`src/rtl/breath_pkg.sv`:
```
// breath_pkg: shared widths, channel state enum and the gamma helper for
// the breath_scheduler slice.
package breath_pkg;

  localparam int PWM_BITS  = 6;
  localparam int LUT_DEPTH = 64;

  // Per-channel life cycle: OFF (dark, idle), RUN (breathing), DRAIN (enable
  // dropped, still breathing down until the next trough).
  typedef enum logic [1:0] {
    OFF   = 2'd0,
    RUN   = 2'd1,
    DRAIN = 2'd2
  } ch_state_e;

  // Square-law perceptual correction: (d*d)>>6 with a full 12-bit product,
  // so the result spans 0..62.
  function automatic logic [PWM_BITS-1:0] gamma_correct(input logic [PWM_BITS-1:0] d);
    logic [2*PWM_BITS-1:0] prod;
    prod = {{PWM_BITS{1'b0}}, d} * {{PWM_BITS{1'b0}}, d};
    return prod[2*PWM_BITS-1:PWM_BITS];
  endfunction

endpackage

```
`src/rtl/sine_lut_64.sv`:
```
// sine_lut_64: combinational 64-entry raised-sine duty table, 6-bit in/out.
// The table is symmetric (entry k == entry 63-k), so only the rising half
// is stored and the falling half is addressed by inverting the low bits.
module sine_lut_64
  import breath_pkg::*;
(
  input  logic [PWM_BITS-1:0] i_addr,
  output logic [PWM_BITS-1:0] o_duty
);

  logic [PWM_BITS-2:0] w_half;

  // Fold the upper half of the address space onto the stored rising half.
  always_comb begin
    w_half = i_addr[PWM_BITS-1] ? ~i_addr[PWM_BITS-2:0] : i_addr[PWM_BITS-2:0];
  end

  // Rising half of the raised sine: 0 at the trough, 63 at the crest.
  always_comb begin
    o_duty = '0;
    case (w_half)
      5'd0:  o_duty = 6'd0;
      5'd1:  o_duty = 6'd0;
      5'd2:  o_duty = 6'd1;
      5'd3:  o_duty = 6'd2;
      5'd4:  o_duty = 6'd3;
      5'd5:  o_duty = 6'd5;
      5'd6:  o_duty = 6'd7;
      5'd7:  o_duty = 6'd9;
      5'd8:  o_duty = 6'd11;
      5'd9:  o_duty = 6'd13;
      5'd10: o_duty = 6'd16;
      5'd11: o_duty = 6'd19;
      5'd12: o_duty = 6'd21;
      5'd13: o_duty = 6'd24;
      5'd14: o_duty = 6'd27;
      5'd15: o_duty = 6'd30;
      5'd16: o_duty = 6'd33;
      5'd17: o_duty = 6'd36;
      5'd18: o_duty = 6'd39;
      5'd19: o_duty = 6'd42;
      5'd20: o_duty = 6'd45;
      5'd21: o_duty = 6'd48;
      5'd22: o_duty = 6'd51;
      5'd23: o_duty = 6'd53;
      5'd24: o_duty = 6'd55;
      5'd25: o_duty = 6'd57;
      5'd26: o_duty = 6'd59;
      5'd27: o_duty = 6'd60;
      5'd28: o_duty = 6'd61;
      5'd29: o_duty = 6'd62;
      5'd30: o_duty = 6'd63;
      5'd31: o_duty = 6'd63;
      default: o_duty = '0;
    endcase
  end

endmodule

```
`src/rtl/breath_scheduler.sv`:
```
// breath_scheduler: multi-channel breathing-LED PWM controller.
// One shared sine table is read in per-channel fetch slots (count==i) into
// shadow registers; all duties swap in together at the period boundary
// (count==63), so a duty never changes mid-period. Channels are phase
// staggered by 64/CHANNELS table entries.
// Optional feature macro: BREATH_GAMMA_EN (square-law correct fetched duty).
// Handshake: none. enable is a level input sampled only at boundary edges;
// pulse/busy are decoded from registers only.
module breath_scheduler
  import breath_pkg::*;
#(
  parameter int CHANNELS = 4,
  parameter int STEP_DIV = 1
) (
  input  logic                     sysclk,
  input  logic                     rst,
  input  logic [CHANNELS-1:0]      enable,
  output logic [CHANNELS-1:0]      pulse,
  output logic [CHANNELS-1:0]      busy,
  output logic [CHANNELS-1:0][1:0] o_dbg_state
);

  localparam int CH_W       = (CHANNELS > 1) ? $clog2(CHANNELS) : 1;
  localparam int DIV_W      = (STEP_DIV > 1) ? $clog2(STEP_DIV) : 1;
  localparam int PHASE_STEP = LUT_DEPTH / CHANNELS;
  localparam logic [PWM_BITS-1:0] SLOT_END  = PWM_BITS'(CHANNELS);
  localparam logic [PWM_BITS-1:0] COUNT_MAX = PWM_BITS'(LUT_DEPTH - 1);
  localparam logic [DIV_W-1:0]    DIV_LAST  = DIV_W'(STEP_DIV - 1);

  logic [PWM_BITS-1:0] r_count;
  logic [PWM_BITS-1:0] r_idx;
  logic [DIV_W-1:0]    r_div;
  logic [PWM_BITS-1:0] r_shadow [CHANNELS];
  logic [PWM_BITS-1:0] r_duty   [CHANNELS];
  ch_state_e           r_state  [CHANNELS];
  ch_state_e           w_next   [CHANNELS];

  logic                w_bound;
  logic                w_slot;
  logic [CH_W-1:0]     w_ch;
  logic [PWM_BITS-1:0] w_addr;
  logic [PWM_BITS-1:0] w_lut;
  logic [PWM_BITS-1:0] w_fetch;

  assign w_bound = (r_count == COUNT_MAX);
  assign w_slot  = (r_count < SLOT_END);
  assign w_ch    = r_count[CH_W-1:0];
  // Address wraps naturally modulo 64 in the 6-bit add.
  assign w_addr  = r_idx + PWM_BITS'(int'(w_ch) * PHASE_STEP);

  sine_lut_64 u_lut (
    .i_addr (w_addr),
    .o_duty (w_lut)
  );

`ifdef BREATH_GAMMA_EN
  assign w_fetch = gamma_correct(w_lut);
`else
  assign w_fetch = w_lut;
`endif

  // PWM counter, step divider and global table index.
  always_ff @(posedge sysclk) begin
    if (rst) begin
      r_count <= '0;
      r_div   <= '0;
      r_idx   <= '0;
    end else begin
      r_count <= r_count + PWM_BITS'(1);
      if (w_bound) begin
        if (r_div == DIV_LAST) begin
          r_div <= '0;
          r_idx <= r_idx + PWM_BITS'(1);
        end else begin
          r_div <= r_div + DIV_W'(1);
        end
      end
    end
  end

  // Fetch into the slot's shadow; publish all shadows as duties at the boundary.
  always_ff @(posedge sysclk) begin
    if (rst) begin
      for (int i = 0; i < CHANNELS; i++) begin
        r_shadow[i] <= '0;
        r_duty[i]   <= '0;
      end
    end else begin
      if (w_slot) r_shadow[w_ch] <= w_fetch;
      if (w_bound) begin
        for (int i = 0; i < CHANNELS; i++) r_duty[i] <= r_shadow[i];
      end
    end
  end

  // Channel state registers.
  always_ff @(posedge sysclk) begin
    if (rst) begin
      for (int i = 0; i < CHANNELS; i++) r_state[i] <= OFF;
    end else begin
      for (int i = 0; i < CHANNELS; i++) r_state[i] <= w_next[i];
    end
  end

  // Next state: moves only at the boundary; DRAIN ends on a zero shadow,
  // but a re-asserted enable takes priority and resumes RUN.
  always_comb begin
    for (int i = 0; i < CHANNELS; i++) begin
      w_next[i] = r_state[i];
      if (w_bound) begin
        case (r_state[i])
          OFF:     if (enable[i]) w_next[i] = RUN;
          RUN:     if (!enable[i]) w_next[i] = DRAIN;
          DRAIN: begin
            if (enable[i])                w_next[i] = RUN;
            else if (r_shadow[i] == '0)   w_next[i] = OFF;
          end
          default: w_next[i] = OFF;
        endcase
      end
    end
  end

  // Outputs decoded purely from state, counter and duty registers.
  always_comb begin
    pulse       = '0;
    busy        = '0;
    o_dbg_state = '0;
    for (int i = 0; i < CHANNELS; i++) begin
      busy[i]        = (r_state[i] != OFF);
      pulse[i]       = (r_state[i] != OFF) && (r_count < r_duty[i]);
      o_dbg_state[i] = r_state[i];
    end
  end

endmodule

```
`config.mk`:
```
export PLATFORM = sky130hd
export DESIGN_NAME = breath_scheduler
export DESIGN_NICKNAME = d
export VERILOG_FILES = /design/src/rtl/breath_pkg.sv /design/src/rtl/sine_lut_64.sv /design/src/rtl/breath_scheduler.sv
export SDC_FILE = /design/constraint.sdc
export NUM_CORES = 1
export LEC_CHECK = 0
export ABC_AREA = 1
export BUFFER_PORTS_ARGS = -buffer_cell sky130_fd_sc_hd__buf_2
export CORE_ASPECT_RATIO = 2
export CORE_MARGIN = 3
export CORE_UTILIZATION = 41
export CTS_BUF_LIST = sky130_fd_sc_hd__clkbuf_4 sky130_fd_sc_hd__clkbuf_8
export DETAILED_ROUTE_END_ITERATION = 12
export PLACE_DENSITY = 0.55
export SLEW_MARGIN = 20
export SYNTH_ARGS = -nofsm -noshare
export SYNTH_HDL_FRONTEND = slang
export SYNTH_SLANG_ARGS = --single-unit
```
`constraint.sdc`:
```
create_clock -name sysclk -period 3.9 [get_ports sysclk]
set_input_delay 0.195 -clock sysclk [delete_from_list [all_inputs] [get_ports sysclk]]
set_output_delay 0.195 -clock sysclk [all_outputs]
set_load 0.005 [all_outputs]
```
==> reports/results.ini <==
[sta]
finalCriticalPeriod_ps = 2580
slew_headroom = 0.295
hold_violations = 0
setup_viol = 0
slew_viol_final = 0
fmax_ghz = 0.387
worst_slack_ps = 1320
skew_ps = 11.1
worst_pin_slew_ps = 1060
timing.final.crit_share = 0.662
finalSetupTns_ps = 0
grt_setup_unrepaired = false

[cts]
cts.repair.resized = 0
ctsHoldBuffers = 0
cts_root_buffer = clkbuf_8
cts_buffers = 9
cts_tree = yes
insertion_delay_ps = 340
cts_max_level = 3
clk_pin_slew_worst_paths_ps = 80
cts_setup_buffers = 0
cts_sinks = 68
clock_path_buffers = 2

[min_path]
hold_class = in -> reg

[detailed_routing]
avgRoutedWirePerCell_um = 14.9
num_vias = 2931
drt_wl_total_um = 8540
viasPerCell = 5.11
dr.pass1.iters = 5
antenna_left = 0
drc = 0
drt_iter0_drc = 110

[grt]
grt_antenna_before_repair = 0
grt-ovfl-total = 0
grt_first_pass_wirelength_um = 14200
grt_max_degree = 27
grtUsageTotal = 0.178
grt_pass1_vias = 2861

[synth]
syn_nets = 469
yosysUniqueCellTypes = 32
syn_avg_cell_area_um2 = 8.61
syn_inst = 440
ys_ff_latch = 68
syn_area_um2 = 3790
ys_seq_area_frac = 0.486
ys_warn_count = 0

[outcome]
status = finished clean

[placed_design]
dp_hpwl_um = 6710
place_ws_ps = 1310
routabilityCongestion = 0.916
dpl-instance-area_um2 = 4000
port_buffers = 21

[setup_path]
worstPathMaxFanout = 26
ff2ff_setup_slack_ps = 1320
cpMostUsedCell = nand2_1
crit_chain = ha_1 > nand2_1 > inv_1 > nand2_1 > nor2_1 > nand2_1 > nand2_1
critPathTopFamily = simple AND/OR/NAND/NOR gates
crit_path_start_kind = flop
cp_num_buf_inv = 1
critPathSlowestCell = nand2_1
crit_type = reg -> reg
required_ps = 3860
arrival_ps = 2540
critPathMaxStageDelay_ps = 840
cp-end-kind = flop

[final_layout]
nets = 497
drive_above_1_share = 0.142
final_cell_mix = nor2_1, inv_1, nand2_1
final_common_cell = nor2_1
fin_util = 0.467
fin_area_um2 = 4210
diodes = 0
area.growth.synth_to_final_pct = 11.2

[floorplanning]
rows = 49
core-area_um2 = 9010
die_h_um = 142
pin_count = 22
initial_core_util = 0.421
dieArea_um2 = 10500
dieWidth_um = 74.0

[pwr]
powerDensity_nw_per_um2 = 397
leakage_nw = 1.89
peakVddDrop_mv = 0.178

[run]
maxCapViolCount = 0

-- Yosys cell counts --
library cell	n	area share
a211oi_1	3	0.0059
a21oi_1	23	0.030
a21oi_2	1	0.0023
a31oi_1	1	0.0017
buf_2	3	0.0040
clkbuf_1	1	0.00099
clkinv_1	2	0.0020
dfxtp_1	20	0.11
edfxtp_1	48	0.38
ha_1	23	0.076
inv_1	79	0.078
inv_2	3	0.0030
nand2_1	58	0.057
nand2_2	11	0.018
nand2_4	8	0.024
nand2_8	2	0.011
nand3_1	18	0.024
nand3_2	2	0.0053
nand3_4	1	0.0046
nand4_1	9	0.015
nor2_1	80	0.079
nor2_4	2	0.0059
nor3_1	13	0.017
nor4_1	2	0.0033
o211ai_1	2	0.0040
o21ai_0	17	0.022
o21ai_1	3	0.0040
o221ai_1	1	0.0023
o22ai_1	1	0.0017
or2_2	1	0.0017
xnor2_4	1	0.0073
xor2_1	1	0.0023
-- per-stage QoR --
step	instances	total power [mW]	hold WS [ps]
after floorplan	440	1.01	360
after global placement	559	1.07	481
after detailed placement	559	1.07	494
after CTS	574	1.69	110
after global routing	574	1.76	134
final	574	1.67	134
-- path summary, 6_finish.rpt --
check | startpoint | to | cells after the start
min reg2reg | r_state[2][1] | r_state[2][1] | 2
max reg2reg | r_count[1] | r_duty[3][4] | 7
min | enable[3] | r_state[3][0] | 3
max | r_count[1] | r_duty[3][4] | 7
-- layout make-up --
| cell class | instances | area [um^2] |
|---|---|---|
| Clock buffer | 10 | 131 |
| Clock inverter | 5 | 77.6 |
| Fill cell | 893 | 4800 |
| Inverter | 84 | 315 |
| Multi-Input combinational cell | 284 | 1610 |
| Sequential cell | 68 | 1840 |
| Tap cell | 102 | 128 |
| Timing Repair Buffer | 21 | 105 |
-- sequential cells by signal (all words and copies together) (netlist names) --
signal / count
r_duty: 24
r_shadow: 24
r_state: 8
r_count: 6
r_idx: 6
-- worst min-delay path: cells and delay by family --
family / cells / cell delay [ps]
buf+inv: 1 / 110
compound gates: 2 / 130
-- layer usage --
metal  wire length (um)  vias to the layer above  global-route usage  share of wire
met5                  0                        -                   0              0
met2               4810                       50               0.334           0.56
met1               3240                     1369               0.186           0.38
met3                209                       19              0.0262          0.024
li1                   -                     1493                   -              -
met4                285                        0              0.0821          0.033
-- where the power goes --
group	total, mW	internal, mW	switching (mW)
clock network	0.617	0.362	0.256
logic	0.222	0.0671	0.154
registers	0.832	0.812	0.0203
total	1.67	1.24	0.431
-- logic make-up (layout without fill, tap and decap cells) --
logic type / after synthesis / in the layout / share of synthesized area
compound gates: 52 / 52 / 0.0746
simple gates: 207 / 207 / 0.266
xor+xnor: 2 / 2 / 0.00958
flops: 68 / 68 / 0.486
buf+inv: 88 / 120 / 0.0881
fa+ha+maj: 23 / 23 / 0.0759
No activity file was read; power rests on OpenSTA's default activity.
